==> src/rtl/mvm_seq_pkg.sv <==
`default_nettype none
// ============================================================================
// Module   : mvm_seq_pkg
// Brief    : State encoding, default sizes and address-map helpers for the
//            bit-serial matrix-vector multiply sequencer.
// Revision : 1.0
// ============================================================================
package mvm_seq_pkg;

   typedef enum logic [2:0] {
      ST_IDLE     = 3'd0,
      ST_START    = 3'd1,
      ST_LOAD_A   = 3'd2,
      ST_LOAD_B   = 3'd3,
      ST_CALC     = 3'd4,
      ST_WRITE    = 3'd5,
      ST_NEXT_ROW = 3'd6,
      ST_DONE     = 3'd7
   } state_t;

   localparam int unsigned DEF_N_ROWS = 8;
   localparam int unsigned DEF_N_ELEM = 8;
   localparam int unsigned DEF_N_PE   = 2;
   localparam int unsigned DEF_BIT_W  = 16;
   localparam int unsigned DEF_ADDR_W = 8;

   // Memory map: vector A at 0, matrix rows follow, results after the last row.
   function automatic int unsigned a_base();
      return 0;
   endfunction

   function automatic int unsigned b_row_base(input int unsigned row, input int unsigned n_elem);
      return n_elem * (row + 1);
   endfunction

   function automatic int unsigned out_base(input int unsigned n_elem, input int unsigned n_rows);
      return n_elem * (n_rows + 1);
   endfunction

endpackage
`default_nettype wire

==> src/rtl/mvm_seq_addr_gen.sv <==
`default_nettype none
// ============================================================================
// Module   : mvm_seq_addr_gen
// Brief    : Decodes memory address and one-hot PE B-load enable from the
//            sequencer state, row and element counters.
// Revision : 1.0
// ============================================================================
module mvm_seq_addr_gen
   import mvm_seq_pkg::*;
#(
   parameter int unsigned N_ROWS = DEF_N_ROWS,
   parameter int unsigned N_ELEM = DEF_N_ELEM,
   parameter int unsigned N_PE   = DEF_N_PE,
   parameter int unsigned ADDR_W = DEF_ADDR_W,
   parameter int unsigned RW     = 3,
   parameter int unsigned EW     = 3
)(
   input  logic [2:0]        state,
   input  logic [RW-1:0]     row,
   input  logic [EW-1:0]     elem,
   output logic [ADDR_W-1:0] mem_addr,
   output logic [N_PE-1:0]   pe_b_en
);

   localparam int unsigned c_ELEM_PER_PE = N_ELEM / N_PE;

   int unsigned w_addr;
   int unsigned w_pe_sel;

   always_comb begin
      w_addr   = 0;
      w_pe_sel = 32'(elem) / c_ELEM_PER_PE;
      pe_b_en  = '0;
      case (state)
         ST_LOAD_A: w_addr = a_base() + 32'(elem);
         ST_LOAD_B: begin
            w_addr  = b_row_base(32'(row), N_ELEM) + 32'(elem);
            pe_b_en = N_PE'(1) << w_pe_sel;
         end
         ST_WRITE:  w_addr = out_base(N_ELEM, N_ROWS) + 32'(row);
         default:   w_addr = 0;
      endcase
      mem_addr = ADDR_W'(w_addr);
   end

endmodule
`default_nettype wire

==> src/rtl/mvm_seq_ctrl.sv <==
`default_nettype none
// ============================================================================
// Module   : mvm_seq_ctrl
// Brief    : Row/element/bit sequencer for the bit-serial MVM datapath.
//            Optional cancel input enabled by defining MVM_CTRL_ABORT_EN.
// Revision : 1.0
// ============================================================================
module mvm_seq_ctrl
   import mvm_seq_pkg::*;
#(
   parameter int unsigned N_ROWS = DEF_N_ROWS,
   parameter int unsigned N_ELEM = DEF_N_ELEM,
   parameter int unsigned N_PE   = DEF_N_PE,
   parameter int unsigned BIT_W  = DEF_BIT_W,
   parameter int unsigned ADDR_W = DEF_ADDR_W,
   localparam int unsigned RW    = (N_ROWS > 1) ? $clog2(N_ROWS) : 1
)(
   input  logic              clk,
   input  logic              rst_n,
   input  logic              start,
`ifdef MVM_CTRL_ABORT_EN
   input  logic              abort,
`endif
   output logic              busy,
   output logic              done,
   output logic [ADDR_W-1:0] mem_addr,
   output logic              vec_a_en,
   output logic [N_PE-1:0]   pe_b_en,
   output logic              i_valid,
   output logic              i_is_msb,
   output logic              i_is_lsb,
   output logic              w_data_en,
   output logic              write,
   output logic [RW-1:0]     row_idx
);

   localparam int unsigned EW = $clog2(N_ELEM);
   localparam int unsigned BW = $clog2(BIT_W);
   localparam logic [EW-1:0] c_ELEM_LAST = EW'(N_ELEM - 1);
   localparam logic [BW-1:0] c_BIT_LAST  = BW'(BIT_W - 1);
   localparam logic [RW-1:0] c_ROW_LAST  = RW'(N_ROWS - 1);

   generate
      if ((N_ELEM % N_PE) != 0) begin : g_bad_pe_split
         $error("mvm_seq_ctrl: N_ELEM must be a multiple of N_PE");
      end
   endgenerate

   state_t        r_state, w_state_nxt;
   logic [EW-1:0] r_elem,  w_elem_nxt;
   logic [BW-1:0] r_bit,   w_bit_nxt;
   logic [RW-1:0] r_row,   w_row_nxt;
   logic          w_abort;

`ifdef MVM_CTRL_ABORT_EN
   assign w_abort = abort;
`else
   assign w_abort = 1'b0;
`endif

   always_ff @(posedge clk or negedge rst_n) begin
      if (!rst_n) begin
         r_state <= ST_IDLE;
         r_elem  <= '0;
         r_bit   <= '0;
         r_row   <= '0;
      end else begin
         r_state <= w_state_nxt;
         r_elem  <= w_elem_nxt;
         r_bit   <= w_bit_nxt;
         r_row   <= w_row_nxt;
      end
   end

   always_comb begin
      w_state_nxt = r_state;
      w_elem_nxt  = r_elem;
      w_bit_nxt   = r_bit;
      w_row_nxt   = r_row;
      case (r_state)
         ST_IDLE: begin
            w_elem_nxt = '0;
            w_bit_nxt  = '0;
            w_row_nxt  = '0;
            if (start) w_state_nxt = ST_START;
         end
         ST_START: w_state_nxt = ST_LOAD_A;
         ST_LOAD_A: begin
            if (r_elem == c_ELEM_LAST) begin
               w_elem_nxt  = '0;
               w_state_nxt = ST_LOAD_B;
            end else begin
               w_elem_nxt = r_elem + EW'(1);
            end
         end
         ST_LOAD_B: begin
            if (r_elem == c_ELEM_LAST) begin
               w_elem_nxt  = '0;
               w_bit_nxt   = '0;
               w_state_nxt = ST_CALC;
            end else begin
               w_elem_nxt = r_elem + EW'(1);
            end
         end
         ST_CALC: begin
            if (r_bit == c_BIT_LAST) begin
               w_bit_nxt   = '0;
               w_state_nxt = ST_WRITE;
            end else begin
               w_bit_nxt = r_bit + BW'(1);
            end
         end
         ST_WRITE: w_state_nxt = ST_NEXT_ROW;
         ST_NEXT_ROW: begin
            if (r_row == c_ROW_LAST) begin
               w_state_nxt = ST_DONE;
            end else begin
               w_row_nxt   = r_row + RW'(1);
               w_elem_nxt  = '0;
               w_state_nxt = ST_LOAD_B;
            end
         end
         ST_DONE: begin
            // Counters are cleared on the way out so IDLE shows row_idx 0 at once.
            if (!start) begin
               w_state_nxt = ST_IDLE;
               w_elem_nxt  = '0;
               w_bit_nxt   = '0;
               w_row_nxt   = '0;
            end
         end
         default: begin
            w_state_nxt = ST_IDLE;
            w_elem_nxt  = '0;
            w_bit_nxt   = '0;
            w_row_nxt   = '0;
         end
      endcase
      if (w_abort && (r_state != ST_IDLE)) begin
         w_state_nxt = ST_IDLE;
         w_elem_nxt  = '0;
         w_bit_nxt   = '0;
         w_row_nxt   = '0;
      end
   end

   always_comb begin
      busy      = (r_state != ST_IDLE) && (r_state != ST_DONE);
      done      = (r_state == ST_DONE);
      vec_a_en  = (r_state == ST_LOAD_A);
      i_valid   = (r_state == ST_CALC);
      i_is_msb  = (r_state == ST_CALC) && (r_bit == '0);
      i_is_lsb  = (r_state == ST_CALC) && (r_bit == c_BIT_LAST);
      w_data_en = (r_state == ST_CALC) && (r_bit == c_BIT_LAST);
      write     = (r_state == ST_WRITE);
      row_idx   = r_row;
   end

   mvm_seq_addr_gen #(
      .N_ROWS (N_ROWS),
      .N_ELEM (N_ELEM),
      .N_PE   (N_PE),
      .ADDR_W (ADDR_W),
      .RW     (RW),
      .EW     (EW)
   ) u_addr_gen (
      .state    (r_state),
      .row      (r_row),
      .elem     (r_elem),
      .mem_addr (mem_addr),
      .pe_b_en  (pe_b_en)
   );

endmodule
`default_nettype wire

==> config.mk <==
export PLATFORM = sky130hd
export DESIGN_NAME = mvm_seq_ctrl
export DESIGN_NICKNAME = d
export VERILOG_FILES = /design/src/rtl/mvm_seq_pkg.sv /design/src/rtl/mvm_seq_addr_gen.sv /design/src/rtl/mvm_seq_ctrl.sv
export SDC_FILE = /design/constraint.sdc
export NUM_CORES = 1
export LEC_CHECK = 0
export BUFFER_PORTS_ARGS = -buffer_cell sky130_fd_sc_hd__buf_4
export CAP_MARGIN = 5
export CORE_MARGIN = 8
export CORE_UTILIZATION = 45
export DETAILED_ROUTE_END_ITERATION = 6
export PLACE_DENSITY = 0.76
export SLEW_MARGIN = 25
export SYNTH_ARGS = -nofsm -noshare
export SYNTH_HDL_FRONTEND = slang
export SYNTH_HIERARCHICAL = 1
export SYNTH_SLANG_ARGS = --single-unit
==> constraint.sdc <==
create_clock -name clk -period 1.6 [get_ports clk]
set_input_delay 0.16 -clock clk [delete_from_list [all_inputs] [get_ports clk]]
set_output_delay 0.16 -clock clk [all_outputs]
set_load 0.05 [all_outputs]
==> results.toml <==
[logic_synthesis]
avgSynthCellArea_sq_um = 9.48
syn_inst = 101
synth_nets = 111
syn_area_sq_um = 957
synthFlopType = "dfrtp_1"
yosysWarnings = 6
muxShareOfSynthArea_pct = 1.57
yosys.area_share.simple_pct = 23.7
synth_adder_area_share_pct = 9.15
ys_async_sr_fraction_pct = 100
synth_xor_area_share_pct = 0.915
synth_compound_area_share_pct = 25.2
synth_top_family_by_area = "compound AO/OA/AOI/OAI gates"
seq_area_frac_synth_pct = 34.0
synth-seq-cells = 13
synth-edff-count = 0
synth_cell_types = 43

[worst_setup_path]
worstPathRequired_ps = 1760
worst_r2r_path_depth = 5
startpoint_type = "flip-flop"
crit_fanout = 3
crit_arrival_ps = 1920
end_kind = "flip-flop"
crit_type = "flip-flop to flip-flop"

[cells_and_area]
mostFrequentLayoutCells = "buf_4, buf_6, dfrtp_1"
fillCellCount = 95
num_antenna_cells = 0
num-nets-final = 164
layout-drive-gt1-share_pct = 60.1
fin_cells = 180
final_common_cell = "buf_4"
area.growth.synth_to_final_pct = 75.2
fin_util_pct = 84.6

[global_route]
grt_use_met3_pct = 5.38
grt_pass1_wl_mm = 5.33
antenna_found_initial = 0
grt_usage_pct = 17.1
met1_usage_pct = 18.6
busiest_layer = "met2"
first_global_vias = 1053
overflow = 0
grt_max_degree = 14
use_met2_pct = 29.0

[worst_hold_path]
hold_class = "primary input to async pin"

[flow_run]
max-cap-violations = 0

[placement]
dp.cells = 158
place.gp.congestion = 0.771
portBuffers = 22
hpwl_mm = 1.92
pre_cts_slack_ps = -158

[die]
die_y_um = 62.1
start_util_pct = 48.3
rows = 16
io_pins = 24
dieArea_sq_mm = 0.00386
die_w_um = 62.1
coreArea_sq_mm = 0.00198

[route]
vias = 1034
wl_per_cell_um = 18.6
drc = 0
postRouteAntennaNets = 0
routed_via_density = 5.74
drt-total-wl_mm = 3.36
drt_pass1_iterations = 4
drt_first_iter_violations = 27

[run_status]
violations = "negative setup slack"
outcome = "complete, but fails checks"

[power_and_ir_drop]
p_switching_mw = 1.55
pwr-share-seq_pct = 16.5
irDropWorstVdd_mv = 1.49
p_per_area_mw_per_mm2 = 1900
leakage_nw = 0.815
p_comb_share_pct = 77.0
p_clk_share_pct = 6.5
cell_internal_pwr_mw = 1.64
netSwitchingFraction_pct = 48.5

[clock_tree]
clk_path_buf_depth = 2
clk_pin_slew_ps = 80
cts.sinks = 13
h-tree-depth = 1
clkLatencyLatePin_ps = 280
cts_root_buf = "clkbuf_4"
cts_tree = "yes"
cts_buffers = 3

[timing]
period_minus_slack_ps = 1760
timing.final.ws_setup_ps = -163
max_freq_ghz = 0.567
fin_skew_ps = 3.12
rsz0062_at_grt = "true"
hold_violations = 0
fin_crit_sh_pct = 110
finalSetupViolCount = 19
slew_viol_final = 0
## worst max-delay path, stage by stage, from the launching register on
cell and delay [ps]:
dfrtp_4 500, ha_4 170, ha_4 150, mux2_4 280, or2_4 250, a311o_1 290
## cell usage after synthesis, types with 3 or more instances
cell type | instances | area share [%]
buf_4 | 3 | 2.4
ha_1 | 7 | 9.1
o21ai_0 | 3 | 1.6
nand3_1 | 3 | 1.6
nand2_1 | 5 | 2.0
nor2b_1 | 5 | 3.3
and3_1 | 3 | 2.0
dfrtp_1 | 13 | 34
nor2_1 | 9 | 3.5
a22o_1 | 6 | 5.5
inv_1 | 4 | 1.6
a32o_2 | 3 | 3.5
## timing repair
item / 4_1_cts / 5_1_grt
setup buffers: 11 / 6
setup endpoints to repair: 21 / 27
gates resized for setup: 41 / 8
hold buffers: 1 / 0
gates cloned: 1 / 0
pin swaps: 10 / 4
endpoints found under the hold margin: 13 / 0
## worst paths after layout
path	start	slack, ps	endpoint
max	row_idx[0]	-160	row_idx[0]
min	rst_n	250	r_elem[0]
max reg2reg	row_idx[0]	-160	row_idx[0]
min reg2reg	r_elem[1]	610	r_elem[1]
max in group asynchronous	rst_n	1160	row_idx[0]
min in group clk	start	330	r_state[0]
## cell type report
cell class	instances	area, sq um	share of cell area [%]
clock buffers	4	26.3	1.57
inverters	5	23.8	1.42
multi-input cells	78	748	44.6
flip-flops and latches	13	334	19.9
well taps	27	33.8	2.01
repair buffers	53	510	30.4
## stage by stage
| step | setup TNS, ps | hold slack (ps) | instance area [sq um] | power, mW |
|---|---|---|---|---|
| after floorplan | -970 | -136 | 1030 | 1.79 |
| after global placement | -456 | 12.6 | 1310 | 2.35 |
| after detailed placement | -677 | 19.2 | 1310 | 2.40 |
| after CTS | -1510 | 243 | 1620 | 3.02 |
| after global routing | -2070 | 251 | 1680 | 3.35 |
| final | -1180 | 254 | 1680 | 3.19 |
## flip-flops by register name, summed over array words and instances, names as in the netlist
register,count
r_bit,4
row_idx,3
r_elem,3
r_state,3
## power by group through the flow
stage	combinational [mW]	sequential (mW)	clock, mW
after floorplan	1.18	0.611	0
after global placement	1.82	0.529	0
after detailed placement	1.86	0.536	0
after CTS	2.27	0.527	0.221
after global routing	2.58	0.535	0.235
final	2.46	0.527	0.209
## kinds of logic (layout without fill, tap and decap cells)
| group | Yosys count | after routing |
|---|---|---|
| AOI/OAI and AO/OA | 28 | 28 |
| buffers and inverters | 10 | 62 |
| muxes | 1 | 1 |
| xor gates and xnor gates | 1 | 1 |
| DFF | 13 | 13 |
| adders and majority gates | 7 | 7 |
| other | 1 | 1 |
| and+or+nand+nor | 40 | 40 |
## per-layer routing
layer | wire length, um | up-vias
met3 | 191 | 10
met4 | 84 | 0
met2 | 1720 | 42
met5 | 0 | -
li1 | - | 479
met1 | 1360 | 503
Note: power is estimated with default switching activity, not from simulation.
